### src/rtl/uart_pkg.sv
// Shared UART definitions: parity modes, RX FSM states and the baud divider helper.
package uart_pkg;

  localparam int PARITY_NONE = 0;
  localparam int PARITY_ODD  = 1;
  localparam int PARITY_EVEN = 2;

  typedef enum logic [2:0] {
    ST_IDLE,
    ST_START,
    ST_DATA,
    ST_PARITY,
    ST_STOP,
    ST_BREAK_WAIT
  } rx_state_e;

  // Zero means the clock is too slow for the requested rate; callers must reject it.
  function automatic int clks_per_tick(input int clk_freq, input int baud_rate, input int oversample);
    return clk_freq / (baud_rate * oversample);
  endfunction

endpackage

### src/rtl/uart_baud_tick.sv
// Free-running oversample tick divider; clear realigns the phase to a line edge.
module uart_baud_tick #(
  parameter int CLKS_PER_TICK = 1
) (
  input  logic clk,
  input  logic reset,
  input  logic clear,
  output logic tick
);

  localparam int W = $clog2(CLKS_PER_TICK + 1);
  localparam logic [W-1:0] LAST = W'(CLKS_PER_TICK - 1);

  logic [W-1:0] cnt;

  always_ff @(posedge clk) begin
    if (reset || clear)   cnt <= '0;
    else if (cnt == LAST) cnt <= '0;
    else                  cnt <= cnt + 1'b1;
  end

  assign tick = (cnt == LAST);

endmodule

### src/rtl/uart_rx_os.sv
// Oversampling UART receiver: mid-bit sampling, start glitch rejection, parity/stop
// checking, break suppression and a single-entry valid/ready output register.
module uart_rx_os
  import uart_pkg::*;
#(
  parameter int CLK_FREQ   = 1843200,
  parameter int BAUD_RATE  = 115200,
  parameter int OVERSAMPLE = 16,
  parameter int DATA_BITS  = 8,
  parameter int PARITY     = 0,
  parameter int STOP_BITS  = 1
) (
  input  logic                 clk,
  input  logic                 reset,
  input  logic                 rx_in,
  output logic [DATA_BITS-1:0] data_out,
  output logic                 data_valid,
  input  logic                 data_ready,
  output logic                 parity_err,
  output logic                 frame_err,
  output logic                 overrun,
  output logic                 busy
);

  localparam int CLKS_PER_TICK = clks_per_tick(CLK_FREQ, BAUD_RATE, OVERSAMPLE);
  localparam int TW = $clog2(OVERSAMPLE);
  localparam int BW = $clog2(DATA_BITS + 1);
  localparam logic [TW-1:0] MID_T  = TW'(OVERSAMPLE / 2 - 1);
  localparam logic [TW-1:0] LAST_T = TW'(OVERSAMPLE - 1);
  localparam logic [BW-1:0] LAST_D = BW'(DATA_BITS - 1);
  localparam logic [BW-1:0] LAST_S = BW'(STOP_BITS - 1);

  if (CLKS_PER_TICK == 0) begin : g_cfg_err
    $fatal(1, "uart_rx_os: CLK_FREQ too low for BAUD_RATE*OVERSAMPLE");
  end

  logic [1:0] sync_q;
  logic       rx_s;

  always_ff @(posedge clk) begin
    if (reset) sync_q <= 2'b11;
    else       sync_q <= {sync_q[0], rx_in};
  end
  assign rx_s = sync_q[1];

  logic tick, clr;

  uart_baud_tick #(.CLKS_PER_TICK(CLKS_PER_TICK)) u_tick (
    .clk   (clk),
    .reset (reset),
    .clear (clr),
    .tick  (tick)
  );

  rx_state_e            state, state_n;
  logic [TW-1:0]        tick_cnt, tick_cnt_n;
  logic [BW-1:0]        bit_cnt, bit_cnt_n;
  logic [DATA_BITS-1:0] shift, shift_n;
  logic                 par_err, par_err_n;
  logic                 stop_err, stop_err_n;
  logic                 deliver, deliver_ferr;

  always_ff @(posedge clk) begin
    if (reset) begin
      state    <= ST_IDLE;
      tick_cnt <= '0;
      bit_cnt  <= '0;
      shift    <= '0;
      par_err  <= 1'b0;
      stop_err <= 1'b0;
    end else begin
      state    <= state_n;
      tick_cnt <= tick_cnt_n;
      bit_cnt  <= bit_cnt_n;
      shift    <= shift_n;
      par_err  <= par_err_n;
      stop_err <= stop_err_n;
    end
  end

  always_comb begin
    state_n      = state;
    tick_cnt_n   = tick_cnt;
    bit_cnt_n    = bit_cnt;
    shift_n      = shift;
    par_err_n    = par_err;
    stop_err_n   = stop_err;
    clr          = 1'b0;
    deliver      = 1'b0;
    deliver_ferr = 1'b0;
    case (state)
      ST_IDLE: begin
        if (!rx_s) begin
          state_n    = ST_START;
          tick_cnt_n = '0;
          clr        = 1'b1;
        end
      end
      ST_START: begin
        if (tick) begin
          if (tick_cnt == MID_T) begin
            tick_cnt_n = '0;
            if (rx_s) begin
              state_n = ST_IDLE;
            end else begin
              state_n    = ST_DATA;
              bit_cnt_n  = '0;
              par_err_n  = 1'b0;
              stop_err_n = 1'b0;
            end
          end else begin
            tick_cnt_n = tick_cnt + 1'b1;
          end
        end
      end
      ST_DATA, ST_PARITY, ST_STOP: begin
        if (tick) begin
          if (tick_cnt != LAST_T) begin
            tick_cnt_n = tick_cnt + 1'b1;
          end else begin
            tick_cnt_n = '0;
            if (state == ST_DATA) begin
              shift_n = {rx_s, shift[DATA_BITS-1:1]};
              if (bit_cnt == LAST_D) begin
                bit_cnt_n = '0;
                state_n   = (PARITY != PARITY_NONE) ? ST_PARITY : ST_STOP;
              end else begin
                bit_cnt_n = bit_cnt + 1'b1;
              end
            end else if (state == ST_PARITY) begin
              // Odd mode expects the XOR over data+parity to be 1, even mode 0.
              par_err_n = (^{shift, rx_s}) ^ (PARITY == PARITY_ODD);
              state_n   = ST_STOP;
            end else begin
              stop_err_n = stop_err | ~rx_s;
              if (bit_cnt == LAST_S) begin
                deliver      = 1'b1;
                deliver_ferr = stop_err | ~rx_s;
                state_n      = deliver_ferr ? ST_BREAK_WAIT : ST_IDLE;
              end else begin
                bit_cnt_n = bit_cnt + 1'b1;
              end
            end
          end
        end
      end
      ST_BREAK_WAIT: begin
        if (rx_s) state_n = ST_IDLE;
      end
      default: state_n = ST_IDLE;
    endcase
  end

  assign busy = (state != ST_IDLE);

  // A handshake in the same cycle frees the slot, so a new frame can load without overrun.
  always_ff @(posedge clk) begin
    if (reset) begin
      data_out   <= '0;
      data_valid <= 1'b0;
      parity_err <= 1'b0;
      frame_err  <= 1'b0;
      overrun    <= 1'b0;
    end else begin
      overrun <= 1'b0;
      if (data_valid && data_ready) begin
        data_valid <= 1'b0;
        parity_err <= 1'b0;
        frame_err  <= 1'b0;
      end
      if (deliver) begin
        if (!data_valid || data_ready) begin
          data_out   <= shift;
          parity_err <= par_err;
          frame_err  <= deliver_ferr;
          data_valid <= 1'b1;
        end else begin
          overrun <= 1'b1;
        end
      end
    end
  end

endmodule

### config.mk
export PLATFORM = sky130hd
export DESIGN_NAME = uart_rx_os
export DESIGN_NICKNAME = d
export VERILOG_FILES = /design/src/rtl/uart_pkg.sv /design/src/rtl/uart_baud_tick.sv /design/src/rtl/uart_rx_os.sv
export SDC_FILE = /design/constraint.sdc
export NUM_CORES = 1
export LEC_CHECK = 0
export ABC_AREA = 1
export CAP_MARGIN = 20
export CORE_MARGIN = 2
export CORE_UTILIZATION = 60
export DETAILED_ROUTE_END_ITERATION = 10
export PLACE_DENSITY = 0.87
export SETUP_SLACK_MARGIN = 0.15
export SLEW_MARGIN = 0
export SYNTH_ARGS = -nofsm -noshare
export SYNTH_HDL_FRONTEND = slang
export SYNTH_SLANG_ARGS = --single-unit
### constraint.sdc
create_clock -name clk -period 4.7 [get_ports clk]
set_clock_uncertainty 0.05 [all_clocks]
set_input_delay 0.94 -clock clk [delete_from_list [all_inputs] [get_ports clk]]
set_output_delay 0.94 -clock clk [all_outputs]
set_load 0.01 [all_outputs]
; ---- Yosys cells after proc, flatten, opt, wreduce, memory -nomap -nowiden
; Index checks and enable logic that the tools add are counted.
[op_classes]
addsub = 3
n_mux = 65
n_bitwise = 5
n_eq_ne = 22
reduce_logical = 20
[ops]
columns = operator, count
row1 = 4-bit two-way mux, 13
row2 = 1-bit two-way mux, 35
row3 = 3-bit two-way mux, 11
row4 = 8-bit AND reduction, 4
row5 = 2-bit inequality test (second input constant), 10
row6 = 3-bit one-hot mux with 4 select lines, 1
row7 = 4-bit one-hot mux with 3 select lines, 1
row8 = 3-bit inequality test (second input constant), 3
row9 = 9-bit XOR reduction, 1
row10 = 4-bit by 1-bit adder with 4-bit output (second input constant), 2
row11 = 4-bit by 3-bit == test with 1-bit output (second input constant), 2
row12 = 4-bit inequality test (second input constant), 2
row13 = 4-bit one-hot mux with 2 select lines, 1
row14 = 4-bit AND reduction, 2
row15 = 3-bit by 2-bit == test with 1-bit output (second input constant), 2
row16 = 3-bit == test (second input constant), 2
row17 = 3-bit nonzero test, 2
row18 = 4-bit logical NOT, 1
row19 = 1-bit inverter, 4
row20 = 1-bit one-hot mux with 2 select lines, 2
row21 = 2-bit OR reduction, 2
row22 = 3-bit by 1-bit == test with 1-bit output (second input constant), 1
row23 = 3-bit logical NOT, 1
row24 = 3-bit OR reduction, 1
row25 = 8 further kinds, 9
[totals]
in_bits = 4
register_bits = 36
out_inout_bits = 13

; ---- Depth between registers and ports, before layout
[logic_depth]
word_depth = 10
mapped_depth = 11

; ---- By module
; A second synthesis with hierarchy kept.
[hier_totals]
cells_unflattened = 288
hier_area_um2 = 1929.4
[by_module_without_submodules]
columns = mod, instances, area_each_um2, cells_per_inst
row1 = uart_rx_os, 1, 1901.8, 285
row2 = uart_baud_tick, 1, 27.5, 3

; ---- Worst setup path after synthesis
; Ideal clock, no wire load.
[synth_timing]
path_kind = register -> register
startpoint = register tick_cnt[0]
endpoint = register data_out[1]
path_stages_with_launch = 9
path_slack_ns = 2.985
period_less_slack_ns = 1.715
required_time_ns = 4.518
setup_ns = 0.132
arrival_ns = 1.533
path_buffers = 1
path_cell_list = dfxtp_1 -> ha_1 -> nand3_2 -> or2_4 -> nor3_4 -> nand2_2 -> buf_6 -> nand2_1 -> a21oi_1
[synth_via]
elab_chain_cells = 5
[synth_lines]
columns = item, line
row1 = start: declaration, uart_rx_os.sv:56  ; logic [TW-1:0] tick_cnt, tick_cnt_n;
row2 = start signal: assignment, uart_rx_os.sv:73  ; tick_cnt <= tick_cnt_n;
row3 = 4-bit inequality test, uart_rx_os.sv:118  ; if (tick_cnt != LAST_T) begin
row4 = 1-bit two-way mux, uart_rx_os.sv:118
row5 = 1-bit two-way mux, uart_rx_os.sv:117  ; if (tick) begin
row6 = 1-bit two-way mux, uart_rx_os.sv:91  ; case (state)
row7 = 2-bit AND reduction (no source line), n/a
row8 = end signal: assignment, uart_rx_os.sv:173  ; data_out <= shift;
row9 = end: declaration, uart_rx_os.sv:16  ; output logic [DATA_BITS-1:0] data_out,
; No other way between the ends.
; A chain may end at the register's enable or synchronous reset.

; ---- Final worst setup path
[layout_timing]
startpoint = register state[0]
endpoint = output busy
[layout_via]
elab_chain_cells = 1
[layout_lines]
columns = item, line
row1 = start: declaration, uart_rx_os.sv:55  ; rx_state_e state, state_n;
row2 = start signal: assignment, uart_rx_os.sv:72  ; state <= state_n;
row3 = 3-bit nonzero test, uart_rx_os.sv:154  ; assign busy = (state != ST_IDLE);
row4 = end: declaration, uart_rx_os.sv:22  ; output logic busy
; No other way between the ends.

==> results by group <==
Outcome
  • Status: complete, no violations

STA
  • Final period util: 55.25%
  • Slew @ Worst Pin: 0.5841 ns
  • Setup TNS: 0 ns
  • Fin. Hold Viols: 0
  • Max-slew violations: 0
  • Finish-stage setup viols: 0
  • Slew headroom: 61.02%
  • Hold_ws: 0.3744 ns
  • Achievable Freq: 385.1 MHz
  • Min Clock Period, post-route: 2.597 ns
  • Unrepaired setup endpoints after global routing: no

Detailed routing
  • Drt pass-1 iters: 5
  • Vias/cell: 5.517
  • Detailed Route WL: 3.725 mm
  • DR iter-0 viols: 89
  • Routed vias: 1655
  • Drt drc: 0
  • Post-route ant nets: 0
  • DR WL/cell: 12.42 um

Critical path
  • Critical path fanouts, max: 7
  • WP data arrival: 1.61 ns
  • Req. time, crit path: 3.71 ns
  • Worst Setup End Kind: output pin
  • CP Launch Type: flip-flop
  • Kind of critical path: reg -> out

Logic synthesis
  • Synth Area in Adders: 2.080%
  • Simple-Gate Fraction of Synth Area: 31.76%
  • Cell accounting for the most synthesized area: dfxtp_1
  • Top-count cell post-synth: nand2_1
  • Dominant synthesized flop cell: dfxtp_1
  • Post-Synth XOR/XNOR Area: 2.427%
  • Yosys cell types: 33
  • Synth warn: 0
  • Top-area cell type share of the netlist area: 39.94%
  • Post-synthesis mux area share: 0%
  • Synth top cells by count: nand2_1, dfxtp_1, nor2_1
  • Syn_area_per_cell: 7.188 sq um
  • Share of the yosys chip area belonging to registers: 39.94%
  • Yosys reg bits: 36
  • Syn_nets: 258
  • Mapped Cells: 251
  • Cell Area, Synth: 1804 sq um
  • Share of synthesized registers carrying an async set or reset: 0%
  • Largest family of logic cells by synthesized area: simple AND/OR/NAND/NOR gates
  • Synth area leaders: dfxtp_1, nand2_1, nand3_1
  • Number of synthesized flops with an enable pin: 0
  • Post-synthesis compound-gate area fraction: 16.09%

Clock tree
  • Post-cts gate resize count: 0
  • Worst-Skew Late Latency: 0.35 ns
  • CTS Hold Bufs: 0
  • Clock Sinks: 36
  • CTS buffer count: 5
  • Clock-pin slew on the worst setup and hold paths: 0.10 ns
  • CTS root buf: clkbuf_4
  • CTS tree: yes
  • Number of H-tree levels: 2
  • Setup Buffers After CTS: 0
  • Clock Path Buffers: 2

Placed design
  • Placed cell areas: 1969 sq um
  • Placed Cells: 292
  • Port bufs: 16
  • Gpl congestion: 0.8577
  • Placed wire-length estimate: 2.630 mm

Global route
  • Largest net degree at the start of global routing: 21
  • Number of global-route vias before repair: 1523
  • Total gr overflow: 0
  • Total GRT Usage: 24.47%
  • First-pass GRT wire length: 6.410 mm
  • Initial antenna violation count: 0

Power and ir drop
  • Clock share of power: 19.6%
  • Switching share of power: 43.24%
  • LEAKAGE: 0.0008101 uW
  • NetSw: 477.3 uW
  • Power per cell area: 539.6 nW/um^2
  • P_int: 626.5 uW
  • Gate power share: 44.2%
  • Sequential power share: 36.3%
  • VDD IR max: 0.3286 mV

Layout
  • Filler Cell Count: 243
  • Ratio of cells with drive above 1 in the final layout: 12.64%
  • Final instance area: 2046 sq um
  • Layout net count: 275
  • Synth-to-Final Area Change: 13.38%
  • Area of the multi-input gates: 948.4 sq um
  • ANT cells: 0
  • FF/Latch Area: 720.7 sq um
  • Final std cells w/o fill: 300

Flow run
  • Max-cap viol count: 0

Floorplan
  • Die W: 58.84 um
  • Die area: 3462 sq um
  • DIE HEIGHT: 58.84 um
  • Core area: 2805 sq um
  • Initial Util: 64.32%
  • Ports: 17
  • Row count: 19

Hold path
  • Tightest Hold Check Type: reg -> reg
-- layer usage --
layer / up-vias / share of wire, % / GRT usage, %
met5: - / 0 / 0
met4: 0 / 1.6 / 12.66
met3: 5 / 5.4 / 4.615
li1: 850 / - / -
met2: 48 / 49 / 41.27
met1: 752 / 44 / 29.50
-- logic make-up (layout without fill, tap and decap cells) --
family                   Yosys count  in the layout
AO/OA/AOI/OAI                     51             51
XOR/XNOR                           5              5
other                              1              1
AND/OR/NAND/NOR                  122            122
buffers and inverters             33             51
adder cells (fa/ha/maj)            3              3
flip-flops                        36             36
-- critical path: stages (launching register included) --
cell and delay, ns:
dfxtp_1 0.53, nor2_4 0.09, nand2_1 0.11, clkdlybuf4s50_1 0.54
-- flip-flops by register name, summed over array words and instances (netlist names), 2 cells and up --
register	count
shift	8
sync_q	2
bit_cnt	4
tick_cnt	4
data_out	8
state	3
-- cells in the final DEF (no fill, tap or decap), drive strengths merged, types with 4 or more instances in the layout --
cell type	count
nor2	32
nand3	26
clkbuf	6
dfxtp	36
or2	4
o21ai	22
a21oi	26
nand2	53
inv	27
clkdlybuf4s50	16
-- per-stage QoR --
| step | util, % | worst slack [ns] | total power (uW) |
|---|---|---|---|
| floorplan | - | 2.985 | 781.4 |
| global placement | 70.21 | 2.123 | 872.6 |
| detailed placement | 70.21 | 2.025 | 882.8 |
| CTS | 72.93 | 2.097 | 1104 |
| global route | 72.93 | 1.994 | 1194 |
| finish | 72.93 | 2.103 | 1104 |
-- power by group through the flow --
stage	registers, uW	clock network [uW]	logic [uW]
after floorplan	395	0	387
after global placement	404	0	468
after detailed placement	405	0	477
after CTS	399	220	484
after global routing	408	236	550
final	400	216	488
-- cell type report --
class,count,area share (%)
Sequential cell,36,35.23
Inverter,27,4.954
Clock inverter,2,1.713
Multi-Input combinational cell,182,46.36
Clock buffer,6,2.018
Tap cell,31,1.896
Timing Repair Buffer,16,7.829
-- final timing paths --
kind / start / end / cells after the start / slack, ns
max: state[0] / busy / 3 / 2.10
min: sync_q[0] / sync_q[1] / 1 / 0.37
max reg2reg: tick_cnt[0] / frame_err / 7 / 2.58
min reg2reg: sync_q[0] / sync_q[1] / 1 / 0.37
Note: power is estimated with default switching activity, not from simulation.
